===== src/rtl/text_fetch.sv =====
// Text-mode pixel fetch pipeline: maps (DrawX, DrawY) to a VRAM word, a glyph row and a pixel bit.
// Optional blinking cursor is enabled with the TEXT_FETCH_CURSOR_EN macro.
module text_fetch (
    input  logic        CLK,
    input  logic        RESET,
`ifdef TEXT_FETCH_CURSOR_EN
    input  logic [6:0]  cursor_col,
    input  logic [4:0]  cursor_row,
`endif
    input  logic        pix_en,
    input  logic [9:0]  DrawX,
    input  logic [9:0]  DrawY,
    output logic        vram_read,
    output logic [9:0]  vram_addr,
    input  logic [31:0] vram_data,
    output logic [10:0] font_addr,
    input  logic [7:0]  font_data,
    output logic        pix_valid,
    output logic        pix_on
);

    typedef struct packed {
        logic       valid;
        logic       in_range;
        logic       cur;
        logic       inv;
        logic [1:0] k;
        logic [2:0] fx;
        logic [3:0] fy;
    } meta_t;

    meta_t       s1, s2, s3, s4;
    meta_t       s1_next;
    logic        in_range;
    logic [9:0]  word_addr;
    logic        need_read;
    logic        last_valid;
    logic [9:0]  last_addr;
    logic        cur_hit;
    logic [7:0]  char_byte;

    // Row offset is y*20 = y*16 + y*4; max 29*20 + 19 = 599 fits in 10 bits.
    assign in_range  = (DrawX < 10'd640) && (DrawY < 10'd480);
    assign word_addr = 10'({DrawY[8:4], 4'b0000}) + 10'({DrawY[8:4], 2'b00}) + 10'(DrawX[9:5]);
    assign need_read = pix_en && in_range &&
                       (!last_valid || (DrawX == 10'd0) || (word_addr != last_addr));

`ifdef TEXT_FETCH_CURSOR_EN
    logic [5:0] frame_cnt;

    always_ff @(posedge CLK or posedge RESET) begin
        if (RESET) begin
            frame_cnt <= '0;
        end else if (pix_en && (DrawX == 10'd0) && (DrawY == 10'd0)) begin
            frame_cnt <= frame_cnt + 6'd1;
        end
    end

    assign cur_hit = frame_cnt[5] && in_range &&
                     (DrawX[9:3] == cursor_col) && (DrawY[8:4] == cursor_row);
`else
    assign cur_hit = 1'b0;
`endif

    always_comb begin
        s1_next          = '0;
        s1_next.valid    = pix_en;
        s1_next.in_range = in_range;
        s1_next.cur      = cur_hit;
        s1_next.k        = DrawX[4:3];
        s1_next.fx       = DrawX[2:0];
        s1_next.fy       = DrawY[3:0];
    end

    // Stage 1: address issue and word-reuse tracking.
    always_ff @(posedge CLK or posedge RESET) begin
        if (RESET) begin
            vram_read  <= 1'b0;
            vram_addr  <= '0;
            last_valid <= 1'b0;
            last_addr  <= '0;
            s1         <= '0;
        end else begin
            vram_read <= need_read;
            if (need_read) begin
                vram_addr <= word_addr;
            end
            if (pix_en && in_range) begin
                last_valid <= 1'b1;
                last_addr  <= word_addr;
            end
            s1 <= s1_next;
        end
    end

    // vram_data is either the word just read or the held word that this pixel reuses.
    assign char_byte = vram_data[{s2.k, 3'b000} +: 8];

    // Stages 2-4 plus the output register; the glyph ROM adds its own cycle between s3 and s4.
    always_ff @(posedge CLK or posedge RESET) begin
        if (RESET) begin
            s2        <= '0;
            s3        <= '0;
            s4        <= '0;
            font_addr <= '0;
            pix_valid <= 1'b0;
            pix_on    <= 1'b0;
        end else begin
            s2 <= s1;
            s3 <= s2;
            s3.inv <= char_byte[7];
            if (s2.valid && s2.in_range) begin
                font_addr <= {char_byte[6:0], s2.fy};
            end
            s4        <= s3;
            pix_valid <= s4.valid;
            pix_on    <= s4.valid && s4.in_range && (font_data[~s4.fx] ^ s4.inv ^ s4.cur);
        end
    end

endmodule


===== config.mk =====
export PLATFORM = sky130hd
export DESIGN_NAME = text_fetch
export DESIGN_NICKNAME = d
export VERILOG_FILES = /design/src/rtl/text_fetch.sv
export SDC_FILE = /design/constraint.sdc
export NUM_CORES = 1
export LEC_CHECK = 0
export BUFFER_PORTS_ARGS = -buffer_cell sky130_fd_sc_hd__clkbuf_2
export CAP_MARGIN = 20
export CELL_PAD_IN_SITES_DETAIL_PLACEMENT = 1
export CELL_PAD_IN_SITES_GLOBAL_PLACEMENT = 1
export CORE_AREA = 2 2 89 91
export CTS_BUF_LIST = sky130_fd_sc_hd__clkbuf_16
export CTS_CLUSTER_DIAMETER = 40
export CTS_CLUSTER_SIZE = 8
export DETAILED_ROUTE_END_ITERATION = 16
export DIE_AREA = 0 0 91 93
export HOLD_SLACK_MARGIN = 0.02
export PLACE_DENSITY = 0.77
export SLEW_MARGIN = 0
export SYNTH_ARGS = -nofsm -noshare
export SYNTH_HDL_FRONTEND = slang
export SYNTH_SLANG_ARGS = --single-unit

===== constraint.sdc =====
create_clock -name CLK -period 2.35 [get_ports CLK]
set_clock_uncertainty 0.05 [all_clocks]
set_input_delay 0.235 -clock CLK [delete_from_list [all_inputs] [get_ports CLK]]
set_output_delay 0.235 -clock CLK [all_outputs]
set_load 0.02 [all_outputs]

==> results of run 1 <==
[registers in the layout, indices dropped and copies added, names as in the netlist]
register,flops
s3,6
vram_read,1
pix_valid,1
s4,6
s2,11
pix_on,1
s1,11
last_valid,1
vram_addr,10
font_addr,11
last_addr,10
[stage by stage]
| stage | setup WS [ns] | hold WS [ns] |
|---|---|---|
| 2_1_floorplan | -0.620 | 0.216 |
| 3_3_place_gp | -0.857 | 0.258 |
| 3_5_place_dp | -0.934 | 0.275 |
| 4_1_cts | -0.537 | 0.147 |
| 5_1_grt | -0.536 | 0.143 |
| 6_report | -0.462 | 0.148 |
[synthesized netlist by cell type]
master,instances,area share [%]
mux2i_1,4,1.4
mux4_2,10,7.6
ha_1,9,3.8
o211a_1,1,0.34
mux2_2,17,6.5
inv_1,14,1.8
fa_1,2,1.4
a22oi_1,1,0.25
dfrtp_1,69,58
a211oi_1,1,0.25
or2b_1,1,0.25
and2_1,2,0.42
nand3_1,4,0.68
o31ai_1,1,0.25
nand4_1,1,0.21
mux2_4,6,3.0
a21o_1,1,0.25
and3_1,2,0.42
xnor2_1,11,3.3
a21oi_1,2,0.34
nor2_1,6,0.76
xnor3_1,1,0.76
a2111oi_4,1,0.93
nand2_1,7,0.89
nor2b_1,1,0.21
o21ai_0,6,1.0
nand2b_1,2,0.42
nor4_1,2,0.42
or3_1,1,0.21
clkbuf_1,4,0.51
xor2_1,2,0.59
or4_1,3,0.76
a41oi_1,1,0.30
a21oi_4,1,0.55
nor4_2,1,0.42
or4_4,1,0.38
or3b_2,1,0.30
[final cells by class]
class                           instances  share of cell area (%)
Tap cell                              102                    2.93
Clock inverter                          7                    2.42
Multi-Input combinational cell        113                    29.2
Inverter                               14                    1.55
Timing Repair Buffer                  128                    19.0
Sequential cell                        69                    39.7
Clock buffer                            9                    5.18
[worst max-delay path by stage]
stage | from | to | slack [ns]
4_1_cts | DrawY[4] | vram_addr[0] | -0.54
3_3_place_gp | DrawY[6] | vram_addr[2] | -0.86
6_report | DrawY[4] | vram_addr[0] | -0.46
5_1_grt | DrawY[5] | vram_addr[0] | -0.54
2_1_floorplan | DrawY[6] | vram_addr[0] | -0.62
3_5_place_dp | DrawY[6] | vram_addr[0] | -0.93
[per-layer routing]
metal / GRT usage [%] / part of all wire, % / wire [µm] / vias to the layer above
met2: 34.1 / 53 / 3800 / 80
met1: 19.4 / 38 / 2710 / 1056
met5: 0 / 0 / 0 / -
li1: - / - / - / 983
met4: 5.93 / 2.6 / 182 / 0
met3: 6.04 / 6.3 / 451 / 15
[power groups by stage]
stage	logic (µW)	clock network, µW	registers, µW
after floorplan	412	0	1600
after global routing	1010	1570	1510
after global placement	841	0	1490
after detailed placement	874	0	1500
after CTS	917	1500	1480
final	931	1480	1480
[layout by cell type (no fill, tap or decap), drive strengths merged, types with 2 or more instances in the layout]
cell | netlist | final
and2 | 2 | 2
nor4 | 3 | 3
nor2 | 6 | 6
buf | 0 | 34
fa | 2 | 2
nand2b | 2 | 2
inv | 14 | 17
clkbuf | 4 | 92
mux4 | 10 | 10
nand2 | 7 | 7
dfrtp | 69 | 69
bufinv | 0 | 2
xnor2 | 11 | 11
xor2 | 2 | 2
mux2i | 4 | 4
and3 | 2 | 2
o21ai | 6 | 6
dlygate4sd3 | 0 | 11
a21oi | 3 | 3
mux2 | 23 | 23
nand3 | 4 | 4
ha | 9 | 9
or4 | 4 | 4
[cell families after synthesis]
kind of cell               synth area share [%]
muxes                                      18.5
and+or+nand+nor                            6.76
AOI/OAI and AO/OA                          4.48
buffers and inverters                      2.28
DFF                                        58.3
adders and majority gates                  5.15
xor gates and xnor gates                   4.60
[worst reg2reg max path, stage by stage, from the launching register on]
cell,delay [ns]
dfrtp_1,0.38
xnor2_1,0.23
nand4_1,0.12
or4_4,0.43
a2111oi_4,0.29
a21oi_4,0.12
buf_4,0.15
mux2_4,0.30
[repair_timing]
item | 4_1_cts | 5_1_grt
setup buffers | 3 | 5
pin swaps | 10 | 9
gates resized for setup | 16 | 15
hold buffers | 11 | 0
hold endpoints to repair | 37 | 0
endpoints found under the setup margin | 12 | 12
==> out/results.ini, run 1 <==
[status]
status=finished with violations
failed_checks=setup timing

[drt]
vias_per_cell=4.83
via_count=2134
wl_per_cell_um=16.1
drc_errors=0
drt-pass1-iter-count=3
drt_iter0_drc=71
routed_wl_mm=7.14
ant_nets=0

[worst_setup_path]
rrSetupSlack_ns=0.14
cp.depth=11
critical_path_class=in -> reg
arrival_ns=2.97
worst_r2r_path_depth=7
end_kind=flop
crit_path_max_fanout=4
crit_path_cell_trace=buf_8 > inv_4 > fa_2 > fa_2 > or2b_1 > a21oi_2 > or4_4 > a2111oi_4 > a21oi_4 > buf_4 > mux2_4
critPathTopFamily=adder cells
startpoint_type=input port
crit_path_max_incr_delay_ns=0.60
rr_endpoint=vram_addr[0]
path_common_cell=fa_2
critPathSlowestCell=fa_2
crit_required_ns=2.51
regToRegStartpoint=last_addr[2]
critPathBufInv=3

[final_layout]
antennaDiodeCount=0
multi_input_area_um2=1270
fin_cells=442
utilization_pct=57.8
stdcell_area_um2=4350
layout-drive-gt1-share_pct=56.5
area_growth_pct=46.8
regArea_um2=1730
fillers=787
nNetsFinal=409

[sta]
post-route-period-util_pct=120
rsz0062_at_grt=yes
setup_ws_ns=-0.462
drv_slew=0
max_freq_ghz=0.356
finalSetupViolCount=11
relSlewSlack_pct=60.1
fin_crit_ns=2.81
finalHoldViolCount=0
tns_ns=-4.22
worst_pin_slew_ns=0.598

[placement]
hpwl_mm=5.32
gp_congestion=0.762
dpl_cell_area_um2=3770
portBuffers=86
place_inst=413

[logic_synthesis]
synth.distinct_cells=37
synth_area_per_cell_um2=14.8
seq_area_frac_synth_pct=58.3
ys_warn_count=0
ys_ff_latch=69
synth_fp_nets=274
syn_inst=200
synth_area_um2=2960

[grt]
antenna_found_initial=0
grt_pass1_vias=2456
track_usage_pct=18.3
grt-ovfl-total=0
grt_max_degree=43
grt_pass1_wl_mm=11.9

[die]
die_h_um=93
ioPinCount=87
die_area_um2=8460
coreArea_um2=7530
rows=32
start_util_pct=39.4
fp.dieW_um=91

[hold_path]
hold_end=vram_addr[1]
hp-class=in -> reg
hp-start=DrawX[6]
whs_path_depth=2

[power]
pwr_density_cell_nw_per_um2=894
p_comb_share_pct=23.9
irDropWorstVdd_uv=319
internal_power_uw=2780
power_frac_clock_pct=38.0
switching_share_pct=28.6
p_sw_uw=1110
p_leak_uw=0.00208
p_seq_share_pct=38.1
power_uw=3890

[clocking]
cts.path.max_buffers=2
cts_max_level=3
cts.sinks=69
tritoncts=done
numCtsBuffers=9
insertion_delay_ns=0.33
root_buffer=clkbuf_16
clkTransAtPathRegs_ns=0.06

[run]
maxCapViolations=0

Note: power is estimated with default switching activity, not from simulation.
==> inputs of run 2 (changes only) <==
Settings changed: CTS_BUF_LIST sky130_fd_sc_hd__clkbuf_16 to not set.
Clock period 2.35 ns to 2.9 ns, I/O delays scaled along.
==> run 2 against run 1 <==
The run still ends with setup timing left. Sequential power down 19%. Final cell count down 1.6%. Non-clock buffer count fell by 7. Final area down 5.2%. Register-to-register slack better by 0.47 ns. Clock power down 40%. First-iteration DRC count fell by 75%. Critical path type unchanged. Critical endpoint is now vram_addr[4].
==> out/results.ini, run 2 (synthesis gave the netlist of run 1 again) <==
[final_layout]
utilization_pct=54.8  ; -3.0 points
antennaDiodeCount=0  ; unchanged
final_cell_mix=clkbuf_2 (83), dfrtp_1 (69), buf_4 (25), mux2_2 (17), clkbuf_8 (13)
area_growth_pct=39.2
mostFrequentLayoutCell=clkbuf_2
nNetsFinal=402  ; -1.7%
layout-drive-gt1-share_pct=52.9  ; -3.6 points
reg_top3=font_addr: 11 flops, s1: 11 flops, s2: 11 flops
fin_cells=435  ; -1.6%

[die]
die_area_um2=8460  ; unchanged
rows=32  ; unchanged
start_util_pct=39.4  ; unchanged
die_h_um=93  ; unchanged
ioPinCount=87  ; unchanged
fp.dieW_um=91  ; unchanged
coreArea_um2=7530  ; unchanged

[status]
failed_checks=setup timing
status=finished with violations

[run]
maxCapViolations=0  ; unchanged

[grt]
grt_max_degree=28  ; -35%
grt-ovfl-total=0  ; unchanged
track_usage_pct=18.5  ; +0.22 points
grt_pass1_vias=2393  ; -2.6%
grt_pass1_wl_mm=11.9  ; unchanged
antenna_found_initial=0  ; unchanged

[power]
p_leak_uw=0.00200  ; -3.7%
irDropWorstVdd_uv=285  ; -11%
pwr_density_cell_nw_per_um2=680  ; -24%
power_uw=2800  ; -28%

[sta]
drv_slew=0  ; unchanged
tns_ns=-0.383  ; +3.84 ns
setup_ws_ns=-0.0631  ; +0.399 ns
finalSetupViolCount=9  ; -2
max_freq_ghz=0.337
worst_pin_slew_ns=0.502  ; -0.0958 ns
whs_ns=0.0388  ; -0.109 ns
finalHoldViolCount=0  ; unchanged
relSlewSlack_pct=66.5  ; +6.4 points
rsz0062_at_grt=yes
post-route-period-util_pct=102
fin_crit_ns=2.96

[placement]
gp_congestion=0.731  ; -4.1%
place_inst=409  ; -0.97%
hpwl_mm=5.57  ; +4.8%
portBuffers=86  ; unchanged

[clocking]
root_buffer=clkbuf_8
insertion_delay_ns=0.33  ; about the same
cts.sinks=69  ; unchanged
numCtsBuffers=9  ; unchanged
cts_max_level=3  ; unchanged
cts.path.max_buffers=2  ; unchanged
clkTransAtPathRegs_ns=0.07  ; about the same
tritoncts=done

[drt]
vias_per_cell=4.77  ; -1.1%
wl_per_cell_um=16.4  ; +1.6%
drt-pass1-iter-count=4  ; +1
drt_iter0_drc=18  ; -75%
via_count=2077  ; -2.7%
drc_errors=0  ; unchanged
ant_nets=0  ; unchanged
routed_wl_mm=7.13  ; about the same

[worst_setup_path]
crit_required_ns=3.09  ; +0.58 ns
crit_path_max_fanout=8  ; +4
arrival_ns=3.16  ; +0.19 ns
critical_path_class=in -> reg
crit_path_max_incr_delay_ns=0.58  ; -0.02 ns
critPathSlowestCell=fa_2
crit_path_cell_trace=clkbuf_16 > inv_8 > fa_1 > fa_2 > xor2_1 > nand4_1 > or4_4 > a2111oi_4 > a21oi_4 > buf_4 > mux2i_1
startpoint_type=input port
end_kind=flop

[hold_path]
hp-class=in -> reg

-- run 2: path summary, 6_finish.rpt --
| path | start | endpoint | slack [ns] | cells past startpoint |
|---|---|---|---|---|
| min in group asynchronous | RESET | s1[8] | 0.47 | 3 |
| hold / removal | DrawX[2] | s1[6] | 0.04 | 1 |
| setup / recovery | DrawY[6] | vram_addr[4] | -0.06 | 11 |
| setup reg to reg | last_addr[1] | vram_addr[4] | 0.61 | 7 |
| max in group asynchronous | RESET | last_addr[6] | 1.61 | 4 |
| hold reg to reg | s2[5] | s3[5] | 0.30 | 0 |
-- run 2: critical path, delay by kind of cell --
family	cells	cell delay (ns)
buf+inv	3	0.31
compound gates	2	0.50
simple gates	2	0.60
mux	1	0.19
xor+xnor	1	0.18
fa+ha+maj	2	1.10
-- run 2: metal layers --
| metal | part of all wire, % | vias to the layer above | track usage (%) |
|---|---|---|---|
| met4 | 1.2 | 0 | 6.19 |
| met1 | 39 | 1030 | 20.1 |
| met3 | 6.7 | 8 | 5.40 |
| met5 | 0 | - | 0 |
| li1 | - | 965 | - |
| met2 | 53 | 74 | 34.5 |
-- run 2: area by class of cell --
cell class / count / area [µm²]
Sequential cell: 69 / 1730
Inverter: 14 / 60.1
Tap cell: 102 / 128
Clock buffer: 11 / 151
Fill cell: 817 / 3400
Timing Repair Buffer: 121 / 757
Clock inverter: 5 / 82.6
Multi-Input combinational cell: 113 / 1220
-- run 2: repair_timing --
item | in CTS | in global routing
buffers inserted | 3 | 0
pin swaps | 0 | 2
hold endpoints to repair | 29 | 0
hold buffers | 9 | 0
setup endpoints to repair | 9 | 10
resized for setup | 7 | 5
-- run 2: where the power goes --
part,internal (µW),switching (µW),total (µW)
clock network,533,352,885
logic,350,369,719
registers,1110,92.3,1200
-- run 2: per-stage QoR --
stage               worst slack (ns)  cell area, µm²
floorplan                     -0.125            2980
global route                  -0.164            4120
detailed placement            -0.511            3720
CTS                          -0.0408            4100
global placement              -0.379            3720
finish                       -0.0631            4120
==> inputs of run 3 (changes only) <==
Settings changed: CORE_AREA 2 2 89 91 to 2 2 96 98, DIE_AREA 0 0 91 93 to 0 0 98 100, PLACE_DENSITY 0.77 to not set, PLACE_DENSITY_LB_ADDON set to 0.1.
==> run 3 against run 2 <==
The run still ends with setup timing left. Critical path type unchanged. Total power shrank 4.0%. Wire length shrank 9.9%. Critical path depth is the same. Final area grew 0.42%. Worst setup slack gained 0.021 ns. Critical endpoint is now vram_addr[0]. Sequential power is essentially flat. Via count shrank 1.3%. Final cell count grew 2.5%.
==> out/results.ini, run 3 (synthesis gave the netlist of run 1 again) <==
[power]
p_sw_uw=805  ; -1.1%
power_frac_clock_pct=29.7  ; -1.9 points
p_comb_share_pct=26.1  ; +0.4 points
internal_power_uw=1890  ; -5.2%
p_seq_share_pct=44.2  ; +1.4 points
pwr_density_cell_nw_per_um2=650  ; -4.4%
p_leak_uw=0.00200  ; about the same
switching_share_pct=29.9  ; +0.88 points
irDropWorstVdd_uv=267  ; -6.2%

[sta]
finalSetupViolCount=6  ; -3
setup_ws_ns=-0.0422  ; +0.0209 ns
fin_crit_ns=2.94  ; -0.0209 ns
drv_slew=0  ; unchanged
relSlewSlack_pct=58.6  ; -7.9 points
whs_ns=0.0523  ; +0.0135 ns
finalHoldViolCount=0  ; unchanged
rsz0062_at_grt=yes
post-route-period-util_pct=101  ; -0.72 points
max_freq_ghz=0.340  ; +0.71%
worst_pin_slew_ns=0.620  ; +0.118 ns

[worst_setup_path]
crit_path_max_fanout=8  ; unchanged
critPathTopFamily=adder cells
critPathSlowestCell=fa_2
rr_endpoint=vram_addr[0]
end_kind=flop
startpoint_type=input port
crit_path_cell_trace=clkbuf_16 > inv_8 > fa_1 > fa_2 > xor2_1 > nand4_1 > or4_4 > a2111oi_4 > a21oi_4 > buf_12 > mux2_4
crit_start=DrawY[6]
rrSetupSlack_ns=0.66  ; +0.05 ns
regToRegStartpoint=last_addr[2]
critical_path_class=in -> reg
cp.depth=11  ; unchanged
endpoint=vram_addr[0]
critPathBufInv=3  ; unchanged
worst_r2r_path_depth=7  ; unchanged
crit_required_ns=3.08  ; about the same
arrival_ns=3.12  ; -0.04 ns
crit_path_max_incr_delay_ns=0.57  ; about the same

[clocking]
clkTransAtPathRegs_ns=0.08  ; about the same
root_buffer=clkbuf_8
cts.path.max_buffers=2  ; unchanged
tritoncts=done
insertion_delay_ns=0.33  ; about the same
cts.sinks=69  ; unchanged
cts_max_level=3  ; unchanged
numCtsBuffers=9  ; unchanged

[grt]
antenna_found_initial=0  ; unchanged
grt_max_degree=32  ; +14%
grt_pass1_wl_mm=10.6  ; -11%
grt_pass1_vias=2201  ; -8.0%
grt-ovfl-total=0  ; unchanged
track_usage_pct=13.9  ; -4.6 points

[final_layout]
mostFrequentLayoutCell=clkbuf_2
layout-drive-gt1-share_pct=53.1  ; +0.28 points
area_growth_pct=39.8
utilization_pct=46.6  ; -8.2 points
antennaDiodeCount=0  ; unchanged
reg_top3=font_addr: 11 flops, s1: 11 flops, s2: 11 flops
final_cell_mix=clkbuf_2 (82), dfrtp_1 (69), buf_4 (24), mux2_2 (17), clkbuf_8 (12)
stdcell_area_um2=4140  ; +0.42%
nNetsFinal=404  ; +0.50%

[placement]
dpl_cell_area_um2=3740  ; +0.50%
hpwl_mm=4.87  ; -13%
portBuffers=86  ; unchanged
gp_congestion=0.699  ; -4.4%

[drt]
ant_nets=0  ; unchanged
via_count=2051  ; -1.3%
routed_wl_mm=6.43  ; -9.9%
drc_errors=0  ; unchanged
vias_per_cell=4.60  ; -3.7%
drt_iter0_drc=9  ; -9
drt-pass1-iter-count=3  ; -1
wl_per_cell_um=14.4  ; -12%

[die]
ioPinCount=87  ; unchanged
rows=35  ; +9.4%
die_area_um2=9800  ; +16%
start_util_pct=33.3  ; -6.0 points
coreArea_um2=8890  ; +18%
die_h_um=100  ; +7.5%
fp.dieW_um=98  ; +7.7%

[hold_path]
hp-start=pix_en
hp-class=in -> reg

[status]
status=finished with violations
failed_checks=setup timing

[run]
maxCapViolations=0  ; unchanged

[run 3: changes by cell type in the layout (fill, tap and decap cells not counted), sizes merged]
cell	delta
clkinv	+1
buf	+3
clkbuf	-2
bufinv	-1
inv	+1
[run 3: worst min-delay path by stage]
stage	endpoint	cells after the start	slack, ns
CTS	s1[12]	1	0.04
global route	s1[8]	1	0.03
finish	s1[12]	1	0.05
global placement	s2[3]	0	0.28
floorplan	s1[0]	0	0.27
detailed placement	s3[4]	0	0.29
[run 3: timing repair]
item	CTS	global route
setup buffers	1	2
hold buffers	9	0
hold endpoints to repair	37	0
resized for setup	7	8
setup endpoints to repair	8	10
[run 3: cell type report]
cell class	instances	area (µm²)
sequential	69	1730
clock inverter	6	70.1
multi-input combinational	113	1220
tap	111	139
inverter	14	60.1
timing repair buffer	123	792
fill	950	4750
clock buffer	10	138
[run 3: stage by stage]
step           setup WS (ns)  setup TNS (ns)  power, µW  instances
3_5_place_dp          -0.450           -4.35       1900        419
2_1_floorplan         -0.125          -0.750       1630        200
3_3_place_gp          -0.375           -3.53       1890        419
5_1_grt               -0.131           -1.07       2860        446
4_1_cts              -0.0124         -0.0525       2730        445
6_report             -0.0422          -0.235       2690        446
[run 3: power by group through the flow]
stage	registers (µW)	logic (µW)	clock network, µW
3_3_place_gp	1210	677	0
2_1_floorplan	1290	334	0
5_1_grt	1210	775	876
6_report	1190	702	800
4_1_cts	1190	707	828
3_5_place_dp	1210	689	0
[run 3: worst reg2reg max path, cell delays in order, from the launching register on]
cell and delay (ns):
dfrtp_1 0.39, xnor2_1 0.20, nand4_1 0.12, or4_4 0.51
a2111oi_4 0.30, a21oi_4 0.10, buf_12 0.16, mux2_4 0.29
[run 3: layer usage]
layer  global-route usage (%)  wire length (µm)
met3                     3.97               409
met1                     16.9              2740
met4                     5.13                78
met2                     23.7              3200
met5                        0                 0
